==> config.mk <==
export PLATFORM = sky130hd
export DESIGN_NAME = serial_subtractor
export DESIGN_NICKNAME = d
export VERILOG_FILES = /design/src/rtl/serial_subtractor.sv
export SDC_FILE = /design/constraint.sdc
export NUM_CORES = 1
export LEC_CHECK = 0
export ABC_AREA = 1
export CAP_MARGIN = 20
export CORE_ASPECT_RATIO = 1.5
export CORE_MARGIN = 3
export CORE_UTILIZATION = 58
export CTS_BUF_LIST = sky130_fd_sc_hd__clkbuf_2 sky130_fd_sc_hd__clkbuf_4 sky130_fd_sc_hd__clkbuf_8
export DETAILED_ROUTE_END_ITERATION = 8
export PLACE_DENSITY = 0.87
export SETUP_SLACK_MARGIN = 0.5
export SKIP_CTS_REPAIR_TIMING = 1
export SLEW_MARGIN = 20
export SYNTH_ARGS = -nofsm -noshare
export SYNTH_HDL_FRONTEND = slang
export SYNTH_SLANG_ARGS = --single-unit
==> constraint.sdc <==
create_clock -name clk -period 3.3 [get_ports clk]
set_clock_uncertainty 0.05 [all_clocks]
set_input_delay 0.495 -clock clk [delete_from_list [all_inputs] [get_ports clk]]
set_output_delay 0.495 -clock clk [all_outputs]
set_load 0.02 [all_outputs]
==> src/rtl/serial_subtractor.sv <==
// rtl/serial_subtractor.sv - bit-serial LSB-first subtractor with start/busy/done handshake
module serial_subtractor #(
    parameter int WIDTH = 8
) (
    input  logic             clk,
    input  logic             rst_n,
    input  logic             start,
    input  logic [WIDTH-1:0] a,
    input  logic [WIDTH-1:0] b,
    input  logic             bin,
    output logic             busy,
    output logic             done,
    output logic [WIDTH-1:0] diff,
    output logic             bout
);

    localparam int CW = (WIDTH > 1) ? $clog2(WIDTH) : 1;
    localparam logic [CW-1:0] LAST = CW'(WIDTH - 1);

    typedef enum logic [1:0] {
        IDLE  = 2'd0,
        SHIFT = 2'd1,
        DONE  = 2'd2
    } state_t;

    state_t           state;
    logic [WIDTH-1:0] sa;
    logic [WIDTH-1:0] sb;
    logic [WIDTH-1:0] sr;
    logic             br;
    logic [CW-1:0]    cnt;

    logic             d_bit;
    logic             br_next;
    logic [WIDTH-1:0] sr_next;

    // One full-subtractor cell applied to the current LSBs.
    always_comb begin
        d_bit   = sa[0] ^ sb[0] ^ br;
        br_next = (~sa[0] & sb[0]) | (~(sa[0] ^ sb[0]) & br);
        sr_next = {d_bit, sr[WIDTH-1:1]};
    end

    always_ff @(posedge clk) begin
        if (!rst_n) begin
            state <= IDLE;
            sa    <= '0;
            sb    <= '0;
            sr    <= '0;
            br    <= 1'b0;
            cnt   <= '0;
            busy  <= 1'b0;
            done  <= 1'b0;
            diff  <= '0;
            bout  <= 1'b0;
        end else begin
            case (state)
                IDLE: begin
                    done <= 1'b0;
                    if (start) begin
                        sa    <= a;
                        sb    <= b;
                        br    <= bin;
                        cnt   <= '0;
                        busy  <= 1'b1;
                        state <= SHIFT;
                    end
                end
                SHIFT: begin
                    sa  <= sa >> 1;
                    sb  <= sb >> 1;
                    sr  <= sr_next;
                    br  <= br_next;
                    cnt <= cnt + CW'(1);
                    // diff/bout are only published here, so they never show a partial shift.
                    if (cnt == LAST) begin
                        diff  <= sr_next;
                        bout  <= br_next;
                        busy  <= 1'b0;
                        done  <= 1'b1;
                        state <= DONE;
                    end
                end
                DONE: begin
                    done  <= 1'b0;
                    state <= IDLE;
                end
                default: begin
                    busy  <= 1'b0;
                    done  <= 1'b0;
                    state <= IDLE;
                end
            endcase
        end
    end

endmodule

* Word-level counts from Yosys, hierarchy flattened
Cells that the tools add are included.
W data, S select, Z words.
** Storage, ports and cells
- Flip-flop bits (word level) :: 41
- Output and inout port bits :: 11
- Word-level logic and storage cells :: 45
** Cells by class
- $add $sub $neg :: 1
- Eq/ne operators :: 5
- Muxes and demuxes :: 14
- Bitwise gates (word level) :: 8
- Reduce and logical (&&, ||, !) cells :: 7
** Operators by type and width (number)
- $pmux W8 S2 :: 2
- $mux W8 :: 2
- $reduce_and A2 Y1 :: 4
- $pmux W3 S2 :: 1
- $mux W2 :: 2
- $ne A2 B2 Y1 const B :: 2
- $pmux W2 S2 :: 1
- $add A3 B1 Y3 const B :: 1
- $eq A3 B3 Y1 const B :: 1
- $mux W1 :: 3
- $mux W3 :: 1
- $not A1 Y1 :: 3
- $pmux W1 S3 :: 1
- $reduce_and A3 Y1 :: 1
- $and A1 B1 Y1 :: 2
- $eq A2 B1 Y1 const B :: 1
- $eq A2 B2 Y1 const B :: 1
- $logic_not A2 Y1 :: 1
- $pmux W1 S2 :: 1
- $reduce_bool A2 Y1 :: 1
- $xor A1 B1 Y1 :: 2
- $or A1 B1 Y1 :: 1

* Longest topological paths before layout
Gate-level depths: netlist of the first run.
- Depth after elaboration :: 5
- Gate-level depth with buffers :: 7

* Worst setup path before layout of the first run
OpenSTA, ideal clock, no wires.
- Path kind :: reg-to-reg
- Start :: reg cnt[0]
- End :: reg bout
- Library setup time :: 0.121 ns
- Arrival :: 1.156 ns
- Data required time :: 3.129 ns
- Slack :: 1.973 ns
- Cell stages (with the launch flop) :: 7
- Path buffers :: 1
- Cells stage by stage :: dfxtp_1 ha_1 ha_1 clkbuf_1 nand2_1 nand3_1 o21ai_0
** On the way
- Longest elaborated chain between the ends :: 2
** Ends and longest elaborated chain
- from (decl) :: RTL line 31 : logic [CW-1:0] cnt;
- from (signal assigned) :: RTL line 74 : cnt <= cnt + CW'(1);
- $eq A3 B3 Y1 :: RTL line 76 : if (cnt == LAST) begin
- $reduce_and A2 Y1 (no source line)
- to (signal assigned) :: RTL line 78 : bout <= br_next;
- to (decl) :: RTL line 14 : output logic bout
Every way passes these cells.
A chain may end at the register's enable or synchronous reset.

* Final worst setup path of the first run
- Start :: reg busy
- End :: out busy
** RTL lines
- from (decl) :: RTL line 11 : output logic busy,
- from (signal assigned) :: RTL line 52 : busy <= 1'b0;
- from (signal assigned) :: RTL line 65 : busy <= 1'b1;
- from (signal assigned) :: RTL line 79 : busy <= 1'b0;
No word-level cell between the ends.

==> results of run 1 <==
## per-layer routing
layer  routed length, um  GRT usage (%)  vias up
met4                  56           10.5        0
met3                 160           6.57        4
li1                    -              -      801
met2                1740           37.6       30
met5                   0              0        -
met1                1510           22.7      694
## how the worst max path moves through the flow
stage	from	endpoint	slack, ns	cells after the start
after global routing	start	sb[0]$_SDFFE_PN0P_	1.42	4
after global placement	start	sa[0]$_SDFFE_PN0P_	1.26	4
after detailed placement	rst_n	cnt[0]$_SDFFE_PN0P_	1.25	4
after CTS	bout$_SDFFE_PN0P_	bout	1.50	1
after floorplan	cnt[0]$_SDFFE_PN0P_	bout$_SDFFE_PN0P_	1.97	6
final	busy$_SDFFE_PN0P_	busy	1.51	1
## registers in the layout, indices dropped and copies added, names as in the netlist
register,count
sb,8
br,1
cnt,3
state,2
sa,8
busy,1
bout,1
done,1
diff,8
sr,7
## final cells by class
class | instances | area, um^2
clock buffer | 6 | 76.3
clock inverter | 1 | 5.00
fill | 213 | 673
inverter | 22 | 82.6
multi-input combinational | 156 | 734
sequential | 40 | 801
tap | 37 | 46.3
timing repair buffer | 32 | 315
## power by group
group          internal [mW]  switching, mW
Sequential             0.513         0.0138
Clock                  0.152          0.162
Combinational         0.0597         0.0802
## per-stage QoR
stage | util (%) | power (mW) | hold slack (ns)
detailed placement | 72.4 | 0.678 | 0.405
CTS | 75.4 | 0.983 | 0.418
global route | 75.4 | 1.03 | 0.442
floorplan | - | 0.636 | 0.379
global placement | 72.4 | 0.674 | 0.400
finish | 75.4 | 0.981 | 0.416
## cells by family (layout without fill, tap and decap cells)
| kind of cell | after synthesis | in the layout | synth area share, % |
|---|---|---|---|
| AOI/OAI and AO/OA | 21 | 21 | 6.19 |
| DFF | 40 | 40 | 47.2 |
| and+or+nand+nor | 132 | 132 | 34.4 |
| buffers and inverters | 36 | 61 | 9.51 |
| adders and majority gates | 3 | 3 | 2.65 |
## cell usage in the layout (no fill, tap or decap)
master           count
nand3_1             46
dfxtp_1             40
nand2_1             37
nor2_1              31
clkdlybuf4s50_1     30
inv_1               22
nor3_1              15
o21ai_0             11
a21oi_1             10
clkbuf_8             5
ha_1                 2
buf_4                2
nor2_4               1
nand2_2              1
or2_0                1
fa_1                 1
clkinv_2             1
clkbuf_4             1
==> flow_metrics.env, run 1 <==
export IMPL_ir_worst_vdd_mv=0.370
export IMPL_dr_first_iter_drc_count=37
export IMPL_slew_headroom_pct=50.2
export IMPL_area_growth_pct=21.5
export IMPL_yosysMostFrequentCell="nand3_1"
export IMPL_fp_coreArea_mm2=0.00273
export IMPL_synth_top_area_share_pct=47.2
export IMPL_fmax_ghz=0.558
export IMPL_fin_ws_ns=1.51
export IMPL_htreeDepth=2
export IMPL_drv_slew=0
export IMPL_portBuffers=30
export IMPL_end_kind="output port"
export IMPL_crit_chain="clkdlybuf4s50_1"
export IMPL_clk_pin_slew_ns=0.07
export IMPL_dp_slack_ns=1.25
export IMPL_ys_types=18
export IMPL_grt_pass1_vias=1413
export IMPL_period_needed_ns=1.79
export IMPL_dpl_hpwl_um=2360
export IMPL_synth_fp_nets=255
export IMPL_initial_utilization_pct=62.1
export IMPL_die_h_um=72.2
export IMPL_cts_buffers=5
export IMPL_totalWireLength_um=3460
export IMPL_grt_pass1_wl_um=5890
export IMPL_die_area_mm2=0.00362
export IMPL_slowest_stage="clkdlybuf4s50_1"
export IMPL_io_pins=31
export IMPL_drive_gt1_share_pct=4.28
export IMPL_drt_drc_violations_left=0
export IMPL_crit_family="buffers and inverters"
export IMPL_netlist_top_cells_count="46 x nand3_1, 40 x dfxtp_1, 37 x nand2_1, 31 x nor2_1, 22 x inv_1"
export IMPL_final_nets=280
export IMPL_crit_type="reg -> out"
export IMPL_synth_area_leader_cell="dfxtp_1"
export IMPL_timing_final_crit_share_pct=54.3
export IMPL_cts_root_buf="clkbuf_8"
export IMPL_finalInstanceArea_mm2=0.00206
export IMPL_synthArstFlopShare_pct=0
export IMPL_hp_start="sr[3]$_SDFFE_PN0N_"
export IMPL_cp_num_buf_inv=1
export IMPL_r2r_slack_ns=1.58
export IMPL_hp_class="reg -> reg"
export IMPL_regToRegStartpoint="state[0]$_SDFFE_PN0P_"
export IMPL_n_antenna_cell=0
export IMPL_required_ns=2.75
export IMPL_reg2reg_depth=5
export IMPL_max_stage_delay_ns=0.61
export IMPL_hold_violations=0
export IMPL_vias_per_cell=5.20
export IMPL_synth_ff_type="dfxtp_1"
export IMPL_std_cell_rows=23
export IMPL_grt_max_degree=33
export IMPL_clock_sinks=40
export IMPL_stdcell_count=294
export IMPL_globalplace_congestion=0.742
export IMPL_p_leak_nw=0.856
export IMPL_startpoint_type="flip-flop"
export IMPL_min_path_cells=2
export IMPL_dp_cells=287
export IMPL_overflow=0
export IMPL_setup_violations_final=0
export IMPL_min_to="diff[2]$_SDFFE_PN0P_"
export IMPL_yosysSeqAreaShare_pct=47.2
export IMPL_antenna_found_initial=0
export IMPL_cts_tree="built"
export IMPL_detail_route_wl_per_cell_um=11.8
export IMPL_synth_area_leaders="dfxtp_1 47%, nand3_1 14%, nand2_1 8.2%"
export IMPL_antenna_left=0
export IMPL_placed_area_mm2=0.00198
export IMPL_vias=1529
export IMPL_tightest_slew_ns=0.746
export IMPL_ys_seq_elements=40
export IMPL_powerDensity_mw_per_mm2=476
export IMPL_maxCapViolations=0
export IMPL_clock_latency_ns=0.29
export IMPL_grt_usage_pct=21.4
export IMPL_rsz0062_at_grt="false"
export IMPL_firstDrtPassIters=4
export IMPL_cp_max_fo=2
export IMPL_r2r_end="bout$_SDFFE_PN0P_"
export IMPL_clockBufferDepth=2
export IMPL_fin_tns_setup_ns=0
export IMPL_status="completed"
export IMPL_die_x_um=50.2
export IMPL_worstPathArrival_ns=1.25
export IMPL_syn_area_per_cell_um2=7.31
export IMPL_syn_area_mm2=0.00170
export IMPL_synth_cells=232
export IMPL_synth_edff_count=0
export IMPL_ys_warn_count=0
Power figures use the tool's default switching activity.
==> run 2, diff against run 1 <==
--- a/config.mk
+++ b/config.mk
@@ -9,10 +9,10 @@
 export CAP_MARGIN = 20
 export CORE_ASPECT_RATIO = 1.5
 export CORE_MARGIN = 3
-export CORE_UTILIZATION = 58
+export CORE_UTILIZATION = 53
 export CTS_BUF_LIST = sky130_fd_sc_hd__clkbuf_2 sky130_fd_sc_hd__clkbuf_4 sky130_fd_sc_hd__clkbuf_8
 export DETAILED_ROUTE_END_ITERATION = 8
-export PLACE_DENSITY = 0.87
+export PLACE_DENSITY = 0.81
 export SETUP_SLACK_MARGIN = 0.5
 export SKIP_CTS_REPAIR_TIMING = 1
 export SLEW_MARGIN = 20
==> constraint.sdc (replaced) <==
create_clock -name clk -period 1.9 [get_ports clk]
set_clock_uncertainty 0.05 [all_clocks]
set_input_delay 0.285 -clock clk [delete_from_list [all_inputs] [get_ports clk]]
set_output_delay 0.285 -clock clk [all_outputs]
set_load 0.02 [all_outputs]
==> run 2 against run 1 <==
  * Via count increased by 8.3%
  * Clock-buffer cell count unchanged
  * Clock power increased by 120%
  * Critical path type is now reg -> reg
  * Final area increased by 10%
  * Core utilization increased by 1.0 points
  * First-iteration DRC count increased by 92%
  * Total power increased by 94%
  * Largest cell class unchanged
==> flow_metrics.env, run 2 (synthesis results as in run 1) <==
export IMPL_cp_num_buf_inv=3
export IMPL_top_layer_used="met4"
export IMPL_drive_gt1_share_pct=9.33
export IMPL_crit_family="buffers and inverters"
export IMPL_setup_violations_final=0
export IMPL_crit_chain="inv_1 -> nor2_4 -> buf_4 -> buf_12 -> nand2_1 -> nand3_1 -> nor2_1"
export IMPL_worstPathArrival_ns=1.47
export IMPL_regToRegStartpoint="state[0]$_SDFFE_PN0P_"
export IMPL_p_sw_share_pct=24.8
export IMPL_status="completed"
export IMPL_whs_ns=0.317
export IMPL_area_growth_pct=33.8
export IMPL_htreeDepth=2
export IMPL_die_area_mm2=0.00393
export IMPL_grt_pass1_vias=1382
export IMPL_final_nets=290
export IMPL_reg_top3="diff (8), sa (8), sb (8)"
export IMPL_ir_worst_vdd_mv=0.776
export IMPL_fmax_ghz=0.748
export IMPL_clock_sinks=40
export IMPL_dp_cells=292
export IMPL_dr_wl_met2_um=2120
export IMPL_clk_pin_slew_ns=0.08
export IMPL_placed_area_mm2=0.00204
export IMPL_std_cell_rows=24
export IMPL_combPwrFrac_pct=15.5
export IMPL_dr_first_iter_drc_count=71
export IMPL_vias=1656
export IMPL_max_stage_delay_ns=0.35
export IMPL_cp_max_fo=13
export IMPL_globalplace_congestion=0.806
export IMPL_timing_final_crit_share_pct=70.4
export IMPL_dpl_hpwl_um=2450
export IMPL_hp_class="in -> reg"
export IMPL_finalInstanceArea_mm2=0.00227
export IMPL_drt_drc_violations_left=0
export IMPL_grt_pass1_wl_um=6270
export IMPL_slowest_stage="dfxtp_1"
export IMPL_cts_buffers=5
export IMPL_power_internal_mw=1.43
export IMPL_p_switching_mw=0.473
export IMPL_p_leak_nw=1.15
export IMPL_grt_usage_pct=21.4
export IMPL_clock_latency_ns=0.29
export IMPL_required_ns=2.03
export IMPL_overflow=0
export IMPL_rsz0062_at_grt="false"
export IMPL_grt_max_degree=33
export IMPL_totalWireLength_um=4120
export IMPL_startpoint_type="flip-flop"
export IMPL_cts_tree="built"
export IMPL_antenna_found_initial=0
export IMPL_power_frac_clock_pct=36.3
export IMPL_maxCapViolations=0
export IMPL_fp_coreArea_mm2=0.00297
export IMPL_wl_met3_um=266
export IMPL_hold_violations=0
export IMPL_critPathLaunch="state[0]$_SDFFE_PN0P_"
export IMPL_cts_root_buf="clkbuf_8"
export IMPL_die_x_um=52.2
export IMPL_fillCellCount=218
export IMPL_firstDrtPassIters=4
export IMPL_initial_utilization_pct=57.1
export IMPL_finalPower_mw=1.91
export IMPL_stdcell_count=307
export IMPL_detail_route_wl_per_cell_um=13.4
export IMPL_portBuffers=30
export IMPL_slew_headroom_pct=70.4
export IMPL_pwr_share_seq_pct=48.2
export IMPL_drv_slew=0
export IMPL_io_pins=31
export IMPL_fin_tns_setup_ns=0
export IMPL_m1WireLength_um=1660
export IMPL_tightest_slew_ns=0.443
export IMPL_layout_commonest_cell="nand3_1"
export IMPL_antenna_left=0
export IMPL_vias_per_cell=5.39
export IMPL_die_h_um=75.3
export IMPL_end_kind="flip-flop"
export IMPL_period_needed_ns=1.34
export IMPL_powerDensity_mw_per_mm2=839
export IMPL_clockBufferDepth=2
export IMPL_n_antenna_cell=0
export IMPL_crit_type="reg -> reg"
export IMPL_layout_common_cells="46 x nand3_1, 39 x dfxtp_1, 36 x nand2_1"
export IMPL_hp_start="start"
## run 2: area by class of cell
type	count	area [um^2]	area share, %
Clock inverter	2	35.0	1.54
Inverter	22	82.6	3.64
Sequential cell	40	802	35.3
Clock buffer	6	76.3	3.36
Tap cell	39	48.8	2.15
Multi-Input combinational cell	157	756	33.3
Timing Repair Buffer	41	470	20.7
## run 2: metal layers
| layer | track usage, % | up-vias |
|---|---|---|
| li1 | - | 820 |
| met1 | 26.8 | 768 |
| met2 | 34.8 | 59 |
| met3 | 6.26 | 9 |
| met4 | 8.24 | 0 |
| met5 | 0 | - |
## run 2: power groups by stage
stage	clock network [mW]	registers, mW	logic [mW]
global placement	0	0.934	0.257
global route	0.732	0.923	0.330
CTS	0.700	0.917	0.266
floorplan	0	0.930	0.175
finish	0.692	0.918	0.295
detailed placement	0	0.936	0.260
## run 2: path summary, 6_finish.rpt
kind / end / slack, ns / cells past startpoint
setup / recovery: sb[5]$_SDFFE_PN0P_ / 0.56 / 7
hold / removal: state[0]$_SDFFE_PN0P_ / 0.32 / 3
setup reg to reg: sb[5]$_SDFFE_PN0P_ / 0.56 / 7
hold reg to reg: diff[0]$_SDFFE_PN0P_ / 0.41 / 2
## run 2: stage by stage
step                setup WS (ns)  utilization (%)
global route                0.490             76.4
floorplan                   0.573                -
detailed placement          0.304             68.7
global placement            0.324             68.7
finish                      0.563             76.4
CTS                         0.301             72.4
## run 2: tightest hold or removal path, stage by stage
cell and delay, ns:
dlymetal6s2s_1 0.18, nand2_1 0.09, a21oi_1 0.06
